--- config.mk ---
export PLATFORM = sky130hd
export DESIGN_NAME = fruit_spawner
export DESIGN_NICKNAME = d
export VERILOG_FILES = /design/src/rtl/fruit_spawner.sv
export SDC_FILE = /design/constraint.sdc
export NUM_CORES = 1
export LEC_CHECK = 0
export CAP_MARGIN = 20
export CORE_MARGIN = 2
export CORE_UTILIZATION = 47
export CTS_CLUSTER_DIAMETER = 150
export DETAILED_ROUTE_END_ITERATION = 10
export PLACE_DENSITY = 0.76
export SETUP_SLACK_MARGIN = 0.3
export SLEW_MARGIN = 40
export SYNTH_ARGS = -nofsm -noshare
export SYNTH_HDL_FRONTEND = slang
export SYNTH_SLANG_ARGS = --single-unit
--- constraint.sdc ---
create_clock -name frame_clk -period 1.6 [get_ports frame_clk]
set_input_delay 0.24 -clock frame_clk [delete_from_list [all_inputs] [get_ports frame_clk]]
set_output_delay 0.24 -clock frame_clk [all_outputs]
set_load 0.01 [all_outputs]
--- src/rtl/fruit_spawner.sv ---
// fruit_spawner: decides when and where the next fruit is launched.
// A free-running 16-bit LFSR supplies a random inter-spawn delay and the
// launch parameters. The block waits, raises a spawn request, holds it until
// the fruit accepts the values, then waits for that fruit to leave the screen.
//
// Ports
//   frame_clk    in   1   single clock, rising edge
//   Reset_n      in   1   asynchronous active-low reset
//   enable       in   1   game running
//   fruit_ack    in   1   fruit has loaded the spawn values
//   fruit_gone   in   1   fruit left the screen or was sliced
//   newfruit     out  1   spawn request, high while waiting for fruit_ack
//   spawn_x      out  10  launch X, unsigned
//   spawn_vx     out  10  X velocity, two's complement
//   spawn_vy     out  10  Y velocity, two's complement, negative is upward
//   spawn_type   out  2   fruit kind
//   spawn_count  out  8   spawns completed, wraps at 256
//
// Parameters
//   SEED       LFSR reset value (0 is replaced by 16'h0001)
//   MIN_DELAY  minimum frames between a fruit leaving and the next spawn (<= 96)
//   X_MIN      leftmost spawn X
//   VY_BASE    minimum upward launch speed
module fruit_spawner #(
  parameter logic [15:0] SEED      = 16'hACE1,
  parameter int unsigned MIN_DELAY = 30,
  parameter int unsigned X_MIN     = 64,
  parameter int unsigned VY_BASE   = 12
) (
  input  logic       frame_clk,
  input  logic       Reset_n,
  input  logic       enable,
  input  logic       fruit_ack,
  input  logic       fruit_gone,
  output logic       newfruit,
  output logic [9:0] spawn_x,
  output logic [9:0] spawn_vx,
  output logic [9:0] spawn_vy,
  output logic [1:0] spawn_type,
  output logic [7:0] spawn_count
);

  localparam int unsigned LFSR_W  = 16;
  localparam int unsigned CNT_W   = 7;
  localparam int unsigned COORD_W = 10;
  localparam int unsigned CNT_OUT_W = 8;

  // An all-zero seed would lock the LFSR up, so it is forced to 1.
  localparam logic [LFSR_W-1:0]  SEED_EFF = (SEED == 16'h0000) ? 16'h0001 : SEED;
  // Fruit spawned left of screen centre drift right, others drift left.
  localparam logic [COORD_W-1:0] X_CENTRE = COORD_W'(320);

  typedef enum logic [1:0] {
    S_IDLE,
    S_WAIT,
    S_REQ,
    S_FLIGHT
  } state_t;

  state_t              state;
  logic [LFSR_W-1:0]   lfsr;
  logic [CNT_W-1:0]    cnt;

  logic                lfsr_fb;
  logic [CNT_W-1:0]    cnt_load;
  logic [COORD_W-1:0]  x_new;
  logic [COORD_W-1:0]  vx_mag;
  logic [COORD_W-1:0]  vx_new;
  logic [COORD_W-1:0]  vy_new;

  // Next LFSR bit, reload delay and candidate spawn values from the current LFSR.
  always_comb begin
    lfsr_fb  = lfsr[15] ^ lfsr[13] ^ lfsr[12] ^ lfsr[10];
    // MIN_DELAY <= 96 keeps MIN_DELAY + 31 inside the 7-bit counter.
    cnt_load = CNT_W'(MIN_DELAY) + CNT_W'(lfsr[4:0]);
    x_new    = COORD_W'(X_MIN) + COORD_W'(lfsr[8:0]);
    vx_mag   = COORD_W'(lfsr[10:9]) + COORD_W'(1);
    vx_new   = (x_new < X_CENTRE) ? vx_mag : (COORD_W'(0) - vx_mag);
    vy_new   = COORD_W'(0) - (COORD_W'(VY_BASE) + COORD_W'(lfsr[12:11]));
  end

  // LFSR, spawn FSM and registered outputs.
  always_ff @(posedge frame_clk or negedge Reset_n) begin
    if (!Reset_n) begin
      state       <= S_IDLE;
      lfsr        <= SEED_EFF;
      cnt         <= '0;
      newfruit    <= 1'b0;
      spawn_x     <= '0;
      spawn_vx    <= '0;
      spawn_vy    <= '0;
      spawn_type  <= '0;
      spawn_count <= '0;
    end else begin
      lfsr <= {lfsr[14:0], lfsr_fb};

      case (state)
        S_IDLE: begin
          if (enable) begin
            state <= S_WAIT;
            cnt   <= cnt_load;
          end
        end

        // Counter and state both freeze while the game is paused.
        S_WAIT: begin
          if (enable) begin
            if (cnt != '0) begin
              cnt <= cnt - CNT_W'(1);
            end else begin
              state      <= S_REQ;
              newfruit   <= 1'b1;
              spawn_x    <= x_new;
              spawn_vx   <= vx_new;
              spawn_vy   <= vy_new;
              spawn_type <= lfsr[14:13];
            end
          end
        end

        // A request is never aborted by enable; only the ack (or reset) ends it.
        // A fruit_gone arriving with the ack is dropped.
        S_REQ: begin
          if (fruit_ack) begin
            state       <= S_FLIGHT;
            newfruit    <= 1'b0;
            spawn_count <= spawn_count + CNT_OUT_W'(1);
          end
        end

        S_FLIGHT: begin
          if (fruit_gone) begin
            if (enable) begin
              state <= S_WAIT;
              cnt   <= cnt_load;
            end else begin
              state <= S_IDLE;
            end
          end
        end

        default: begin
          state    <= S_IDLE;
          newfruit <= 1'b0;
        end
      endcase
    end
  end

endmodule

* Word-level counts from Yosys, hierarchy flattened
Index checks and enable logic that the tools add are counted.
** Word-level totals
- RAM bits :: 0
- Bits in read-only memories :: 0
- Bits in latches :: 0
- Input bits :: 5
- Logic and storage cells :: 57
- Memories :: 0
- Bits in registers :: 66
- Output and inout port bits :: 41
** Cells by class
- Bitwise operators :: 4
- Multiplexer cells :: 17
- Shift operators :: 0
- Reduce and logical (&&, ||, !) cells :: 9
- Divide/modulo/power cells :: 0
- Magnitude comparators :: 1
- Add/sub/neg operators :: 8
- Multiply operators :: 0
- Equal/unequal tests :: 9
** Operators by type and width (number)
- $mux 7 :: 4
- $pmux 7 s3 :: 1
- $ne 2x2->1 const B :: 6
- $add 7x9->10 const A :: 1
- $lt 10x9->1 const B :: 1
- $mux 10 :: 1
- $mux 2 :: 5
- $add 8x1->8 const B :: 1
- $pmux 2 s4 :: 1
- $reduce_and 4->1 :: 2
- $reduce_bool 7->1 :: 1
- $sub 7x1->7 const B :: 1
- $add 5x5->6 const A :: 1
- $sub 1x5->6 const A :: 1
- $add 4x2->5 const A :: 1
- $reduce_and 5->1 :: 1
- $eq 2x2->1 const B :: 2
- $mux 1 :: 4
- $sub 1x3->4 const A :: 1
- $add 2x1->3 const B :: 1
- $reduce_and 3->1 :: 1
- $reduce_bool 3->1 :: 1
- $xor 1x1->1 :: 3
- $eq 2x1->1 const B :: 1
- other kinds (5) :: 5

* Logic depth before layout (Yosys ltp)
- Word-level depth :: 4
- Depth in mapped cells :: 8

* Worst setup path after synthesis
Ideal clock, no wire load.
- Kind :: register to register
- Start :: register state[1]
- End :: register spawn_type[0]
- Slack :: -188 ps
- Library setup time :: 125 ps
- Stages on the path, launching flop included :: 8
- Data required time :: 1475 ps
- Period minus slack after synthesis :: 1788 ps
- Arrival :: 1663 ps
- Path through :: dfrtp_1 inv_1 ha_1 buf_2 and4bb_2 nand3_1 buf_2 mux2_2
** Between the ends
- Word-level cells in the longest chain between the ends :: 2
** Ends and longest elaborated chain
- start, declared :: line 60 : state_t state;
- start signal, assigned :: line 85 : state <= S_IDLE;
- start signal, assigned :: line 100 : state <= S_WAIT;
- start signal, assigned :: line 111 : state <= S_REQ;
- $eq 2x1->1 :: line 97 : case (state)
- $reduce_and 3->1 (no line)
- end signal, assigned :: line 116 : spawn_type <= lfsr[14:13];
- end, declared :: line 39 : output logic [1:0] spawn_type,
Every way passes these cells.
A chain may end at the register's enable or synchronous reset.

* Worst setup path after layout
- Start :: register cnt[4]
- End :: register newfruit
** Between the ends
- Word-level cells in the longest chain between the ends :: 3
** Ends and longest elaborated chain
- start, declared :: line 62 : logic [CNT_W-1:0] cnt;
- start signal, assigned :: line 101 : cnt <= cnt_load;
- start signal, assigned :: line 109 : cnt <= cnt - CNT_W'(1);
- start signal, assigned :: line 135 : cnt <= cnt_load;
- $reduce_bool 7->1 :: line 108 : if (cnt != '0) begin
- $ne 2x2->1 (no line)
- $reduce_and 4->1 (no line)
- end signal, assigned :: line 112 : newfruit <= 1'b1;
- end signal, assigned :: line 126 : newfruit <= 1'b0;
- end signal, assigned :: line 144 : newfruit <= 1'b0;
- end, declared :: line 35 : output logic newfruit,
Every way passes these cells.

==> run summary <==
Outcome = finished with violations
Failing checks = negative setup slack
Distinct cells, synth = 39
Largest net degree at the start of global routing = 55
CTS tree = built
Buffer type at the clock tree root = clkbuf_8
Routed Wire Length = 5970 microns
Mapped cell area = 0.00251 sq mm
Clock group share of total power = 17.4%
Reg power frac = 35.8%
CTS Sinks = 54
DRC Markers = 0
Maximum clock frequency = 603 MHz
Max Slew Vio Count = 0
Initial core utilization = 48.8%
First-pass GRT wire length = 8850 microns
Worst flop-to-flop path startpoint = cnt[4]
RSZ-0062 raised after global routing = true
Yosys top cell area share = 45.9%
Ranking of synthesized cells by area = dfrtp_1 46%, dfstp_2 8.4%, ha_1 7.0%
Vias in the first global route = 1810
Hold/Removal Path Class = reg2reg
Pint = 3.10 mW
Clk_lat worst skew = 0.32 ns
PwrDens = 1240 mW/mm^2
Max cap viols = 0
Initial DRC Count = 76
Sw frac = 35.1%
Core area = 0.00514 sq mm
Final Hold Vio Count = 0
Worst hold-check slack = 0.370 ns
Post-synthesis sequential area ratio = 54.2%
Full die area = 0.00594 sq mm
Port Buffers = 44
Ratio of cells with drive above 1 in the final layout = 45.8%
Die width = 77.1 microns
Worst vdd ir = 1.47 mV
Total CTS buffers = 5
Gr ovfl total = 0
Final setup viols = 13
Dpl hpwl = 3470 microns
Net Switching = 1.68 mW
Total GRT Usage = 19.1%
Synth Instances = 218
Nets = 328
Via count = 1946
Core Rows = 26
Utilization after layout = 74.7%
Number of synthesis warnings = 0
Detailed-router iteration count before antenna repair = 4
Via-to-Cell Ratio = 5.12
Worst-path maximum fanout = 4
Growth of design area from synthesis to finish = 53.0%
Routed length per instance = 15.7 microns
Antenna Violating Nets Remaining = 0
Crit path DAT = 1.87 ns
Part of the power in combinational logic = 46.8%
Worst Path Required = 1.81 ns
Post-Syn Area per Cell = 11.5 sq um
CP startpoint = cnt[4]
Hold wc startpoint = lfsr[5]
CP startpoint kind = flop
H-tree levels = 2
Io pins = 46
Worst Setup End Kind = flop
Chip height = 77.1 microns
WS Path Type = reg2reg
Clk slew on worst S/H paths = 0.10 ns
Slack of the critical path = -0.0597 ns
Number of antenna violations at the first check in global routing = 0
Clk buf depth = 2
Post-layout min period = 1.66 ns
GPL Wtd Cong = 0.808
Antenna Diode Count = 0
Period utilization = 104%
Biggest area consumer among synthesized cells = dfrtp_1
Seq cells post-synth = 54
Leak = 1.84 nW
Clk_skew = 0.00365 ns
Syn_nets = 237
==> logic make-up after synthesis <==
family                     synth area share, %
and+or+nand+nor                           11.4
DFF                                       54.2
AOI/OAI and AO/OA                         10.4
buffers and inverters                     6.23
xor gates and xnor gates                  5.23
adders and majority gates                 6.98
muxes                                     5.33
other                                    0.149
==> routing by layer <==
metal / vias to the layer above / share of wire, % / global-route usage, %
met3: 13 / 3.7 / 6.35
met2: 44 / 52 / 31.1
li1: 922 / - / -
met4: 0 / 2.4 / 6.61
met5: - / 0 / 0
met1: 967 / 42 / 24.0
==> final timing paths <==
path	end	slack, ns	depth (start not counted)
worst max register to register	newfruit	-0.06	4
worst max-delay path	newfruit	-0.06	4
worst min register to register	lfsr[6]	0.37	0
max in group asynchronous	lfsr[15]	0.86	3
min in group asynchronous	spawn_x[9]	0.45	3
worst min-delay path	lfsr[6]	0.37	0
==> power groups by stage <==
stage / sequential (mW) / combinational, mW / clock (mW)
after floorplan: 1.75 / 0.864 / 0
after global placement: 1.74 / 1.41 / 0
after detailed placement: 1.74 / 1.46 / 0
after CTS: 1.72 / 1.76 / 0.839
after global routing: 1.73 / 2.39 / 0.909
final: 1.71 / 2.23 / 0.831
==> sequential cells by signal, summed over array words and instances, names as in the netlist <==
signal       count
spawn_vy         4
newfruit         1
cnt              7
lfsr            16
spawn_x         10
spawn_type       2
state            2
spawn_vx         4
spawn_count      8
==> stage by stage <==
stage / instance area [sq um] / TNS [ns] / power (mW) / cells / worst slack (ns)
6_report: 3840 / -0.225 / 4.77 / 380 / -0.0597
5_1_grt: 3840 / -1.08 / 5.03 / 380 / -0.110
4_1_cts: 3500 / -0.0798 / 4.32 / 361 / -0.0139
3_5_place_dp: 3180 / -0.834 / 3.21 / 337 / -0.155
3_3_place_gp: 3180 / -0.191 / 3.15 / 337 / -0.0503
2_1_floorplan: 2590 / -0.0877 / 2.62 / 218 / -0.00974
==> what timing repair did <==
action / CTS / global route
buffers inserted: 15 / 19
pin swaps: 15 / 12
hold buffers: 1 / 0
endpoints found under the setup margin: 76 / 54
gates resized for setup: 103 / 47
hold endpoints to repair: 46 / 0
==> synth_stat cells <==
cell type	number
and4bb_2	1
mux2_2	11
a211oi_1	1
a221oi_1	1
nor3b_1	3
xnor2_1	10
nand3_1	9
a22o_1	2
xor2_1	5
inv_1	12
nand4b_1	1
o21bai_1	1
conb_1	1
mux2i_1	1
nand3b_1	1
nor3_1	6
or3_4	1
o2bb2ai_1	2
nand2_1	19
a21boi_0	2
a31o_1	1
o41ai_4	1
a31oi_1	7
o22ai_1	1
buf_4	12
o41ai_1	1
nand2b_1	6
o21ai_0	16
a21oi_1	1
nor2_1	4
dfstp_2	8
buf_2	2
or2_2	2
or3_1	1
o211ai_1	1
clkbuf_1	3
dfrtp_1	46
nor2b_1	1
ha_1	14
==> placed cells by master, fill, tap and decap left out, types with 3 or more instances in the layout <==
master / Yosys / routed
clkdlybuf4s50_1: 0 / 3
dlygate4sd2_1: 0 / 25
nand3_1: 9 / 3
dfrtp_2: 0 / 4
dfstp_2: 8 / 8
buf_6: 0 / 25
buf_4: 12 / 35
o21ai_1: 0 / 7
a31oi_1: 7 / 6
clkbuf_8: 0 / 6
mux2_2: 11 / 10
inv_2: 0 / 4
ha_4: 0 / 4
clkdlybuf4s15_1: 0 / 8
nor3_2: 0 / 3
nand2_1: 19 / 16
xor2_1: 5 / 5
nand3_2: 0 / 4
nand2b_1: 6 / 4
xnor2_1: 10 / 6
dfrtp_1: 46 / 42
inv_1: 12 / 8
xnor2_2: 0 / 4
o21ai_0: 16 / 8
nor3b_1: 3 / 3
ha_1: 14 / 8
==> cell type report <==
cell class,count,area [sq um]
clock buffer,6,82.6
clock inverter,2,16.3
fill,365,1300
inverter,12,45.0
multi-input combinational,135,1310
sequential,54,1370
tap,70,87.6
timing repair buffer,101,933
==> critical path: stages, from the launching register on <==
cell and delay [ns]:
dfrtp_1 0.41, or3_4 0.43, o41ai_4 0.42, nand2_1 0.15, o2bb2ai_2 0.15
No activity file was read; power rests on OpenSTA's default activity.
